File: config.mk
export PLATFORM = sky130hd
export DESIGN_NAME = snn_timestep_sequencer
export DESIGN_NICKNAME = d
export VERILOG_FILES = /design/src/rtl/snn_timestep_sequencer.sv
export SDC_FILE = /design/constraint.sdc
export NUM_CORES = 1
export LEC_CHECK = 0
export ABC_AREA = 1
export BUFFER_PORTS_ARGS = -buffer_cell sky130_fd_sc_hd__buf_4
export CAP_MARGIN = 20
export CORE_MARGIN = 2
export CORE_UTILIZATION = 55
export CTS_BUF_LIST = sky130_fd_sc_hd__clkbuf_4 sky130_fd_sc_hd__clkbuf_8
export CTS_CLUSTER_SIZE = 30
export DETAILED_ROUTE_END_ITERATION = 7
export GPL_ROUTABILITY_DRIVEN = 0
export HOLD_SLACK_MARGIN = 0.05
export PLACE_DENSITY = 0.77
export SYNTH_ARGS = -nofsm -noshare
export SYNTH_HDL_FRONTEND = slang
export SYNTH_SLANG_ARGS = --single-unit
File: constraint.sdc
create_clock -name clk -period 2.7 [get_ports clk]
set_clock_uncertainty 0.15 [all_clocks]
set_input_delay 0.135 -clock clk [delete_from_list [all_inputs] [get_ports clk]]
set_output_delay 0.135 -clock clk [all_outputs]
set_load 0.05 [all_outputs]
File: src/rtl/snn_timestep_sequencer.sv
// rtl/snn_timestep_sequencer.sv - timestep sequencer for the SNN convolution layer (capture -> conv -> pool)
module snn_timestep_sequencer #(
    parameter int TS_W           = 16,
    parameter int TIMEOUT_CYCLES = 4096,
    parameter int TO_W           = $clog2(TIMEOUT_CYCLES + 1)
) (
    input  logic            clk,
    input  logic            reset_n,
    input  logic            start,
    input  logic [TS_W-1:0] num_timesteps,
    input  logic            pause,
    output logic            stage_reset,
    output logic            capture_enable,
    input  logic            capture_active,
    output logic            conv_enable,
    input  logic            conv_active,
    input  logic            conv_ready,
    output logic            pool_enable,
    input  logic            pool_active,
    input  logic            pool_done,
    output logic            conv_or_pool,
    output logic            busy,
    output logic [TS_W-1:0] timestep,
    output logic            run_done,
    output logic            error,
    output logic [1:0]      error_phase
);

    localparam logic [2:0] S_IDLE = 3'd0;
    localparam logic [2:0] S_RST  = 3'd1;
    localparam logic [2:0] S_CAP  = 3'd2;
    localparam logic [2:0] S_CONV = 3'd3;
    localparam logic [2:0] S_POOL = 3'd4;
    localparam logic [2:0] S_NEXT = 3'd5;
    localparam logic [2:0] S_FIN  = 3'd6;
    localparam logic [2:0] S_ERR  = 3'd7;

    localparam logic [TO_W-1:0] WD_LAST = TO_W'(TIMEOUT_CYCLES - 1);

    logic [2:0]      state_q, state_d;
    logic [TS_W-1:0] count_q, count_d;
    logic [TS_W-1:0] ts_q, ts_d;
    logic            seen_q, seen_d;
    logic [TO_W-1:0] wd_q, wd_d;
    logic [1:0]      err_phase_q, err_phase_d;

    logic stage_reset_q, stage_reset_d;
    logic capture_enable_q, capture_enable_d;
    logic conv_enable_q, conv_enable_d;
    logic pool_enable_q, pool_enable_d;
    logic conv_or_pool_q, conv_or_pool_d;
    logic busy_q, busy_d;
    logic run_done_q, run_done_d;
    logic error_q, error_d;

    logic            active_in;
    logic            exit_ok;
    logic [1:0]      phase_code;
    logic [2:0]      phase_next;
    logic [TS_W:0]   ts_inc;

    // Per-phase view of the stage handshake: what sets seen, what ends the phase, where it goes.
    always_comb begin
        active_in  = 1'b0;
        exit_ok    = 1'b0;
        phase_code = 2'd0;
        phase_next = S_IDLE;
        case (state_q)
            S_CAP: begin
                active_in  = capture_active;
                exit_ok    = seen_q && !capture_active;
                phase_code = 2'd1;
                phase_next = S_CONV;
            end
            S_CONV: begin
                active_in  = conv_active;
                exit_ok    = seen_q && !conv_active && conv_ready;
                phase_code = 2'd2;
                phase_next = S_POOL;
            end
            S_POOL: begin
                // seen only tracks pool activity here; pool exit relies on pool_done alone
                active_in  = pool_active;
                exit_ok    = pool_done;
                phase_code = 2'd3;
                phase_next = S_NEXT;
            end
            default: ;
        endcase
    end

    assign ts_inc = {1'b0, ts_q} + {{TS_W{1'b0}}, 1'b1};

    // Sequencing: run setup, phase watchdog/exit, timestep advance and error capture.
    always_comb begin
        state_d     = state_q;
        count_d     = count_q;
        ts_d        = ts_q;
        seen_d      = seen_q;
        wd_d        = wd_q;
        err_phase_d = err_phase_q;
        case (state_q)
            S_IDLE, S_ERR: begin
                if (start) begin
                    count_d     = num_timesteps;
                    ts_d        = '0;
                    err_phase_d = 2'd0;
                    state_d     = (num_timesteps == '0) ? S_FIN : S_RST;
                end
            end
            S_RST: begin
                state_d = S_CAP;
                seen_d  = 1'b0;
                wd_d    = '0;
            end
            S_CAP, S_CONV, S_POOL: begin
                if (!pause) begin
                    if (exit_ok) begin
                        state_d = phase_next;
                        seen_d  = 1'b0;
                        wd_d    = '0;
                    end else if (wd_q == WD_LAST) begin
                        state_d     = S_ERR;
                        err_phase_d = phase_code;
                    end else begin
                        wd_d   = wd_q + TO_W'(1);
                        seen_d = seen_q | active_in;
                    end
                end
            end
            S_NEXT: begin
                if (ts_inc == {1'b0, count_q}) begin
                    state_d = S_FIN;
                end else begin
                    ts_d    = ts_inc[TS_W-1:0];
                    state_d = S_CAP;
                    seen_d  = 1'b0;
                    wd_d    = '0;
                end
            end
            default: state_d = S_IDLE;
        endcase
    end

    // Moore output decode from the next state so registered outputs line up with the state.
    always_comb begin
        stage_reset_d    = (state_d == S_RST);
        capture_enable_d = (state_d == S_CAP)  && !pause;
        conv_enable_d    = (state_d == S_CONV) && !pause;
        pool_enable_d    = (state_d == S_POOL) && !pause;
        conv_or_pool_d   = (state_d == S_CONV);
        busy_d           = (state_d == S_RST) || (state_d == S_CAP) || (state_d == S_CONV) ||
                           (state_d == S_POOL) || (state_d == S_NEXT);
        run_done_d       = (state_d == S_FIN);
        error_d          = (state_d == S_ERR);
    end

    // State and output registers; reset drops every output immediately.
    always_ff @(posedge clk or negedge reset_n) begin
        if (!reset_n) begin
            state_q          <= S_IDLE;
            count_q          <= '0;
            ts_q             <= '0;
            seen_q           <= 1'b0;
            wd_q             <= '0;
            err_phase_q      <= 2'd0;
            stage_reset_q    <= 1'b0;
            capture_enable_q <= 1'b0;
            conv_enable_q    <= 1'b0;
            pool_enable_q    <= 1'b0;
            conv_or_pool_q   <= 1'b0;
            busy_q           <= 1'b0;
            run_done_q       <= 1'b0;
            error_q          <= 1'b0;
        end else begin
            state_q          <= state_d;
            count_q          <= count_d;
            ts_q             <= ts_d;
            seen_q           <= seen_d;
            wd_q             <= wd_d;
            err_phase_q      <= err_phase_d;
            stage_reset_q    <= stage_reset_d;
            capture_enable_q <= capture_enable_d;
            conv_enable_q    <= conv_enable_d;
            pool_enable_q    <= pool_enable_d;
            conv_or_pool_q   <= conv_or_pool_d;
            busy_q           <= busy_d;
            run_done_q       <= run_done_d;
            error_q          <= error_d;
        end
    end

    assign stage_reset    = stage_reset_q;
    assign capture_enable = capture_enable_q;
    assign conv_enable    = conv_enable_q;
    assign pool_enable    = pool_enable_q;
    assign conv_or_pool   = conv_or_pool_q;
    assign busy           = busy_q;
    assign timestep       = ts_q;
    assign run_done       = run_done_q;
    assign error          = error_q;
    assign error_phase    = err_phase_q;

endmodule

==> results.json, run 1 <==
{
  "grt_pass1_wl_um": 15700,
  "tritoncts": "yes",
  "grt.overflow.total": 0,
  "antenna_found_initial": 0,
  "end_kind": "flop",
  "dr.pass1.iters": 7,
  "cp_common_cell": "nand2_1",
  "worstPathRequired_ps": 2780,
  "io_pins": 51,
  "ys_seq_elements": 59,
  "finalHoldViolCount": 0,
  "vias": 3711,
  "grt_max_degree": 60,
  "postRouteAntennaNets": 0,
  "hold_ws_ps": 159,
  "numCtsBuffers": 9,
  "area_delta_synth_final_pct": 22.7,
  "relSlewSlack_pct": 49.9,
  "drcViolationCount": 7,
  "layout_commonest_cell": "nand2_1",
  "setup_viol": 0,
  "wl_um": 9300,
  "critical_path.max_fanout": 16,
  "floorplan.initialDensity_pct": 57.4,
  "die_h_um": 85.9,
  "status": "complete, but fails checks",
  "syn-num-nets": 564,
  "synth_cells": 537,
  "drtIter0Drc": 219,
  "path_cells": "nand3_2, nor2_1, nand2_1, nand2_1, nand3_1, nand2_1, nand2_1, nor2_1, nand3_4, buf_4, nand3_1, nand2_1",
  "synth_seq_area_share_pct": 40.1,
  "nNetsFinal": 640,
  "die-area_sq_um": 7370,
  "diodes": 0,
  "worst-setup-path-type": "flop to flop",
  "synth_cell_types": 33,
  "fin_ws_ps": 295,
  "crit_slowest_cell": "dfrtp_1",
  "period_share_pct": 89.1,
  "drv_cap": 0,
  "final_cell_mix": "nand2_1, dfrtp_1, buf_4, inv_1, nand3_1",
  "synth_top_cell_area_share_pct": 40.1,
  "power_mw": 3.79,
  "hp-class": "input pin to flop",
  "synth_top_area_cell": "dfrtp_1",
  "coreArea_sq_um": 6420,
  "grt_pass1_vias": 3517,
  "final_util_pct": 70.4,
  "die_x_um": 85.9,
  "place_inst": 661,
  "clockRootBuffer": "clkbuf_8",
  "fin_setup_tns_ps": 0,
  "arrival_ps": 2490,
  "violations": "design-rule violations",
  "clkSinkCount": 59,
  "hpwl_um": 6450,
  "clk_pin_slew_ps": 70,
  "post_layout_nonfiller_instances": 694,
  "p_leak_nw": 2.30,
  "viasPerCell": 5.35,
  "postSynthAreaPerCell_sq_um": 6.86,
  "drive_above_1_share_pct": 15.9,
  "fmax_mhz": 416,
  "ys_warn_count": 0,
  "irDropWorstVdd_uv": 762,
  "async_flop_share_pct": 100,
  "period_needed_ps": 2410,
  "fill_cells": 542,
  "placed_area_sq_um": 4150,
  "max_stage_delay_ps": 510,
  "insertion_delay_ps": 340,
  "rsz0062_at_grt": "false",
  "dp_slack_ps": 288,
  "yosys-top-cells-area": "dfrtp_1, nand2_1, nand3_1",
  "cts_buffer_depth": 2,
  "synth_ff_type": "dfrtp_1",
  "startpoint_type": "flop",
  "power_density_nw_per_um2": 837,
  "postLayoutCellArea_sq_um": 4520,
  "h-tree-depth": 3,
  "grt_usage_pct": 27.1,
  "syn_area_sq_um": 3690,
  "wl_per_cell_um": 13.4,
  "row_count": 29,
  "post_cts_buffers": 0,
  "tightest_slew_ps": 751,
  "drv_slew": 0,
  "port_buffers": 50,
  "synth_edf_count": 0
}
==> routing by layer <==
layer | track usage [%] | share of wire [%] | vias to the layer above
li1 | - | - | 1851
met1 | 32.5 | 42 | 1709
met2 | 46.2 | 50 | 123
met3 | 5.39 | 5.4 | 28
met4 | 13.6 | 3.0 | 0
met5 | 0 | 0 | -
==> state kept, by name, summed over array words and instances (netlist names) <==
name / flops
stage_reset: 1
run_done: 1
wd_q: 13
busy: 1
conv_enable: 1
pool_enable: 1
error: 1
conv_or_pool: 1
state_q: 3
capture_enable: 1
timestep: 16
seen_q: 1
count_q: 16
error_phase: 2
==> critical path, delay by kind of cell, from the launching register on <==
kind / cells / cell delay [ps]
buf+inv: 1 / 240
simple gates: 11 / 1400
flops: 1 / 510
==> logic make-up after synthesis <==
| family | synth area share (%) |
|---|---|
| xor gates and xnor gates | 2.31 |
| AOI/OAI and AO/OA | 5.33 |
| adders and majority gates | 0.679 |
| buffers and inverters | 7.57 |
| DFF | 40.1 |
| and+or+nand+nor | 44.1 |
==> repair_timing <==
action                                  4_1_cts  5_1_grt
endpoints found under the setup margin        0       31
gates resized for setup                       0        3
hold buffers                                 18        0
endpoints found under the hold margin        77        0
==> cells in the mapped netlist (3+ instances only) <==
| cell | n |
|---|---|
| clkbuf_1 | 3 |
| nor4_1 | 3 |
| nand3b_1 | 16 |
| nand2_1 | 208 |
| nor2_4 | 3 |
| nor2_1 | 47 |
| xor2_1 | 4 |
| nand4_1 | 6 |
| a21oi_1 | 7 |
| nand2_2 | 5 |
| nor3_1 | 11 |
| buf_2 | 4 |
| inv_2 | 3 |
| dfrtp_1 | 59 |
| o21ai_0 | 20 |
| nand3_1 | 54 |
| inv_1 | 56 |
| xnor2_1 | 3 |
| nor2_2 | 7 |
==> final cells by class <==
cell class / count / area, sq um / area share (%)
Multi-Input combinational cell: 409 / 1940 / 42.8
Sequential cell: 59 / 1480 / 32.6
Clock buffer: 13 / 173 / 3.82
Tap cell: 77 / 96.3 / 2.13
Clock inverter: 2 / 10.0 / 0.221
Timing Repair Buffer: 75 / 608 / 13.4
Inverter: 59 / 221 / 4.90
==> where the power goes <==
| group | switching (mW) | internal, mW | total (mW) | leakage, nW |
|---|---|---|---|---|
| Sequential | 0.153 | 1.10 | 1.25 | 0.786 |
| Clock | 0.355 | 0.411 | 0.766 | 0.0987 |
| Combinational | 1.20 | 0.566 | 1.77 | 1.41 |
==> final timing paths <==
| check | end | slack (ps) | from | cells after the start |
|---|---|---|---|---|
| worst max-delay path | timestep[1] | 290 | timestep[2] | 12 |
| worst min-delay path | seen_q | 160 | pool_active | 7 |
| worst max register to register | timestep[1] | 290 | timestep[2] | 12 |
| worst min register to register | wd_q[10] | 330 | wd_q[10] | 2 |
| max in group asynchronous | error_phase[0] | 1650 | reset_n | 2 |
| min in group asynchronous | timestep[5] | 250 | reset_n | 2 |
Note: power is estimated with default switching activity, not from simulation.
==> inputs of run 2 (changes only) <==
Clock period 2.7 ns to 2.6 ns, I/O delays scaled along.
==> results.json, run 2 (synthesis gave the netlist of run 1 again) <==
{
  "viasPerCell": 5.31,
  "area_delta_synth_final_pct": 25.9,
  "drv_slew": 0,
  "diodes": 0,
  "power_mw": 4.29,
  "h-tree-depth": 3,
  "postRouteAntennaNets": 0,
  "grt.overflow.total": 0,
  "worstPathRequired_ps": 2680,
  "clockPowerShare_pct": 26.5,
  "grt_pass1_vias": 3568,
  "p_int_mw": 2.51,
  "hpwl_um": 6510,
  "status": "complete, but fails checks",
  "nNetsFinal": 642,
  "port_buffers": 50,
  "drcViolationCount": 7,
  "power_frac_seq_pct": 30.4,
  "startpoint_type": "flop",
  "switching_share_pct": 41.5,
  "hp-class": "input pin to flop",
  "final_util_pct": 72.3,
  "layout_commonest_cell": "nand2_1",
  "die-area_sq_um": 7370,
  "die_h_um": 85.9,
  "tritoncts": "yes",
  "drive_above_1_share_pct": 16.5,
  "grt_max_degree": 60,
  "post_cts_buffers": 0,
  "numCtsBuffers": 9,
  "drtIter0Drc": 219,
  "power_density_nw_per_um2": 923,
  "wl_per_cell_um": 13.4,
  "finalHoldViolCount": 0,
  "vias": 3700,
  "clockRootBuffer": "clkbuf_8",
  "period_needed_ps": 2370,
  "p_leak_nw": 2.35,
  "rsz0062_at_grt": "false",
  "coreArea_sq_um": 6420,
  "fin_setup_tns_ps": 0,
  "io_pins": 51,
  "insertion_delay_ps": 340,
  "end_kind": "flop",
  "dp_slack_ps": 172,
  "antenna_found_initial": 0,
  "dr.pass1.iters": 8,
  "final_cell_mix": "nand2_1, buf_4, dfrtp_1, inv_1, nand3_1",
  "fin_ws_ps": 230,
  "irDropWorstVdd_uv": 761,
  "combPwrFrac_pct": 43.2,
  "clk_pin_slew_ps": 70,
  "worst-setup-path-type": "flop to flop",
  "die_x_um": 85.9,
  "violations": "design-rule violations",
  "floorplan.initialDensity_pct": 57.4,
  "p_switching_mw": 1.78,
  "tightest_slew_ps": 726,
  "setup_viol": 0,
  "clkSinkCount": 59,
  "period_share_pct": 91.2,
  "post_layout_nonfiller_instances": 697,
  "wl_um": 9310,
  "grt_usage_pct": 27.5,
  "cts_buffer_depth": 2,
  "grt_pass1_wl_um": 16000,
  "fmax_mhz": 422,
  "critical_path.max_fanout": 29,
  "drv_cap": 0,
  "fill_cells": 486,
  "row_count": 29,
  "relSlewSlack_pct": 51.6,
  "place_inst": 663,
  "arrival_ps": 2450
}
[run 2: changes by cell type in the layout (fill, tap and decap cells not counted), moves of 2 or more]
cell and delta:
bufinv_16 +4, dfrtp_1 -2, clkbuf_8 -3, dfrtp_2 +2, nor2_2 -2
[run 2: path summary, 6_finish.rpt]
| kind | from | end | slack, ps | cells after the start |
|---|---|---|---|---|
| max | timestep[0] | timestep[12] | 230 | 13 |
| min | start | error_phase[0] | 160 | 4 |
| max reg2reg | timestep[0] | timestep[12] | 230 | 13 |
| min reg2reg | wd_q[10] | wd_q[10] | 320 | 2 |
| max in group asynchronous | reset_n | timestep[1] | 1550 | 2 |
| min in group asynchronous | reset_n | timestep[2] | 230 | 2 |
[run 2: cell type report]
class                   instances  area, sq um  share of cell area [%]
clock buffers                  11          139                    2.99
clock inverters                 5          125                    2.70
inverters                      59          221                    4.77
multi-input cells             409         1950                    41.9
flip-flops and latches         59         1480                    31.9
well taps                      77         96.3                    2.08
repair buffers                 77          636                    13.7
[run 2: metal layers]
metal  vias to the layer above  global-route usage [%]  share of wire, %
met5                         -                       0                 0
met1                      1677                    33.1                43
li1                       1865                       -                 -
met3                        27                    5.68               5.5
met4                         0                    13.9               3.2
met2                       131                    46.5                49
[run 2: what timing repair did]
item | 4_1_cts | 5_1_grt
gates resized for setup | 0 | 6
hold buffers | 18 | 0
setup endpoints to repair | 0 | 32
hold endpoints to repair | 78 | 0
[run 2: power by group through the flow]
| stage | sequential [mW] | combinational (mW) | clock, mW |
|---|---|---|---|
| global placement | 1.31 | 1.77 | 0 |
| floorplan | 1.46 | 1.20 | 0 |
| global route | 1.33 | 2.08 | 1.19 |
| CTS | 1.30 | 1.83 | 1.15 |
| detailed placement | 1.32 | 1.79 | 0 |
| finish | 1.30 | 1.85 | 1.13 |
[run 2: worst max-delay path: stages, from the launching register on]
cell	delay [ps]
dfrtp_1	390
buf_4	160
nand3_2	150
nor2_1	230
nand2_1	110
nand2_1	90
nand3_1	60
nand2_1	70
nand2_1	50
nor2_1	200
nand3_4	200
buf_12	220
nand3b_1	100
nand2_1	50
[run 2: through the flow]
| stage | area, sq um | hold WS [ps] |
|---|---|---|
| 2_1_floorplan | 3690 | -316 |
| 3_3_place_gp | 4180 | 90.2 |
| 3_5_place_dp | 4180 | 89.7 |
| 4_1_cts | 4620 | 140 |
| 5_1_grt | 4640 | 169 |
| 6_report | 4640 | 156 |
==> inputs of run 3 (changes only) <==
Settings changed: SETUP_SLACK_MARGIN from default to 0.5.
==> results.json, run 3 (synthesis gave the netlist of run 1 again) <==
{
  "wl_per_cell_um": 13.9,
  "end_kind": "flop",
  "cts_buffer_depth": 2,
  "h-tree-depth": 3,
  "final_cell_mix": "nand2_1, buf_4, inv_1, nand3_1, dfrtp_1",
  "insertion_delay_ps": 350,
  "die_x_um": 85.9,
  "clockRootBuffer": "clkbuf_8",
  "die-area_sq_um": 7370,
  "diodes": 0,
  "p_leak_nw": 2.47,
  "grt_usage_pct": 28.7,
  "arrival_ps": 2430,
  "row_count": 29,
  "irDropWorstVdd_uv": 809,
  "grt_max_degree": 60,
  "io_pins": 51,
  "die_h_um": 85.9,
  "drv_cap": 0,
  "place_inst": 660,
  "power_density_nw_per_um2": 897,
  "placed_area_sq_um": 4180,
  "postLayoutCellArea_sq_um": 4950,
  "r2r-start": "timestep[0]",
  "grt_pass1_wl_um": 16800,
  "rsz0062_at_grt": "true",
  "antenna_found_initial": 0,
  "wl_um": 9930,
  "r2r_cells": 16,
  "nNetsFinal": 658,
  "drive_above_1_share_pct": 23.1,
  "tightest_slew_ps": 738,
  "hp-class": "input pin to flop",
  "clk_pin_slew_ps": 70,
  "rr_endpoint": "wd_q[2]",
  "worst-setup-path-type": "flop to flop",
  "vias": 3838,
  "finalHoldViolCount": 0,
  "grt_pass1_vias": 3773,
  "drtIter0Drc": 248,
  "hpwl_um": 6530,
  "tritoncts": "yes",
  "port_buffers": 50,
  "fin_setup_tns_ps": 0,
  "fmax_mhz": 425,
  "floorplan.initialDensity_pct": 57.4,
  "viasPerCell": 5.38,
  "holdPathEnd": "error_phase[0]",
  "drv_slew": 0,
  "setup_viol": 0,
  "clkSinkCount": 59,
  "postRouteAntennaNets": 0,
  "post_layout_nonfiller_instances": 713,
  "worstPathRequired_ps": 2680,
  "area_delta_synth_final_pct": 34.3,
  "hold-path-cell-count": 4,
  "startpoint_type": "flop",
  "period_needed_ps": 2350,
  "violations": "design-rule violations",
  "relSlewSlack_pct": 50.8,
  "coreArea_sq_um": 6420,
  "period_share_pct": 90.5,
  "final_util_pct": 77.1,
  "r2r_slack_ps": 250,
  "hp-start": "start",
  "fill_cells": 454,
  "critical_path.max_fanout": 14,
  "grt.overflow.total": 0,
  "layout_commonest_cell": "nand2_1",
  "status": "complete, but fails checks",
  "dr.pass1.iters": 7,
  "drcViolationCount": 2,
  "numCtsBuffers": 9
}
==> run 3: cell types whose count changed in the layout (fill, tap and decap cells not counted), sizes merged <==
cell | previous run | this run
clkinv | 1 | 0
clkbuf | 11 | 12
buf | 59 | 75
bufinv | 4 | 3
clkinvlp | 0 | 1
==> run 3: worst max-delay path by stage <==
| stage | startpoint | endpoint | slack [ps] |
|---|---|---|---|
| 2_1_floorplan | timestep[1] | timestep[12] | 400 |
| 3_3_place_gp | timestep[0] | timestep[2] | 240 |
| 3_5_place_dp | timestep[0] | timestep[15] | 220 |
| 4_1_cts | timestep[0] | wd_q[8] | 290 |
| 5_1_grt | timestep[0] | wd_q[7] | 130 |
| 6_report | timestep[0] | wd_q[2] | 250 |
==> run 3: final cells by class <==
cell class	count	area, sq um	share of cell area [%]
clock inverters	4	97.6	1.97
well taps	77	96.3	1.95
repair buffers	93	812	16.4
clock buffers	12	153	3.08
multi-input cells	409	2080	42.0
flip-flops and latches	59	1490	30.2
inverters	59	221	4.47
==> run 3: repair_timing <==
| action | CTS | global route |
|---|---|---|
| hold buffers | 18 | 0 |
| setup buffers | 12 | 6 |
| pin swaps | 3 | 16 |
| gates cloned | 1 | 0 |
| endpoints found under the setup margin | 41 | 41 |
| gates resized for setup | 14 | 21 |
| hold endpoints to repair | 78 | 0 |
==> run 3: stage by stage <==
| stage | worst slack (ps) | power [mW] | hold slack [ps] |
|---|---|---|---|
| after floorplan | 397 | 2.68 | -316 |
| after global placement | 242 | 3.07 | 91.7 |
| after detailed placement | 218 | 3.11 | 97.4 |
| after CTS | 292 | 4.39 | 50.8 |
| after global routing | 135 | 4.72 | 97.5 |
| final | 248 | 4.44 | 67.6 |
==> run 3: layer usage <==
metal	GRT usage (%)	wire length (um)
met1	33.9	3970
met2	49.5	5020
met3	5.77	588
met4	14.6	346
met5	0	0
==> run 3: critical path, stage by stage (launching register included) <==
cell,delay (ps)
dfrtp_4,460
ha_4,180
nand2_4,70
nor2_4,180
nand2_2,80
nand2_2,70
nand2_1,50
nand2_1,80
o21ai_2,50
nor2_1,110
nand2_1,70
nor2_2,140
nand3_4,100
buf_12,160
buf_12,140
nand3_1,70
nand2_1,60
==> run 3: where the power goes <==
part	total, mW	switching, mW	leakage (nW)	internal, mW
combinational	2.05	1.32	1.58	0.728
clock	1.07	0.388	0.124	0.685
sequential	1.32	0.174	0.767	1.15
total	4.44	1.88	2.47	2.56
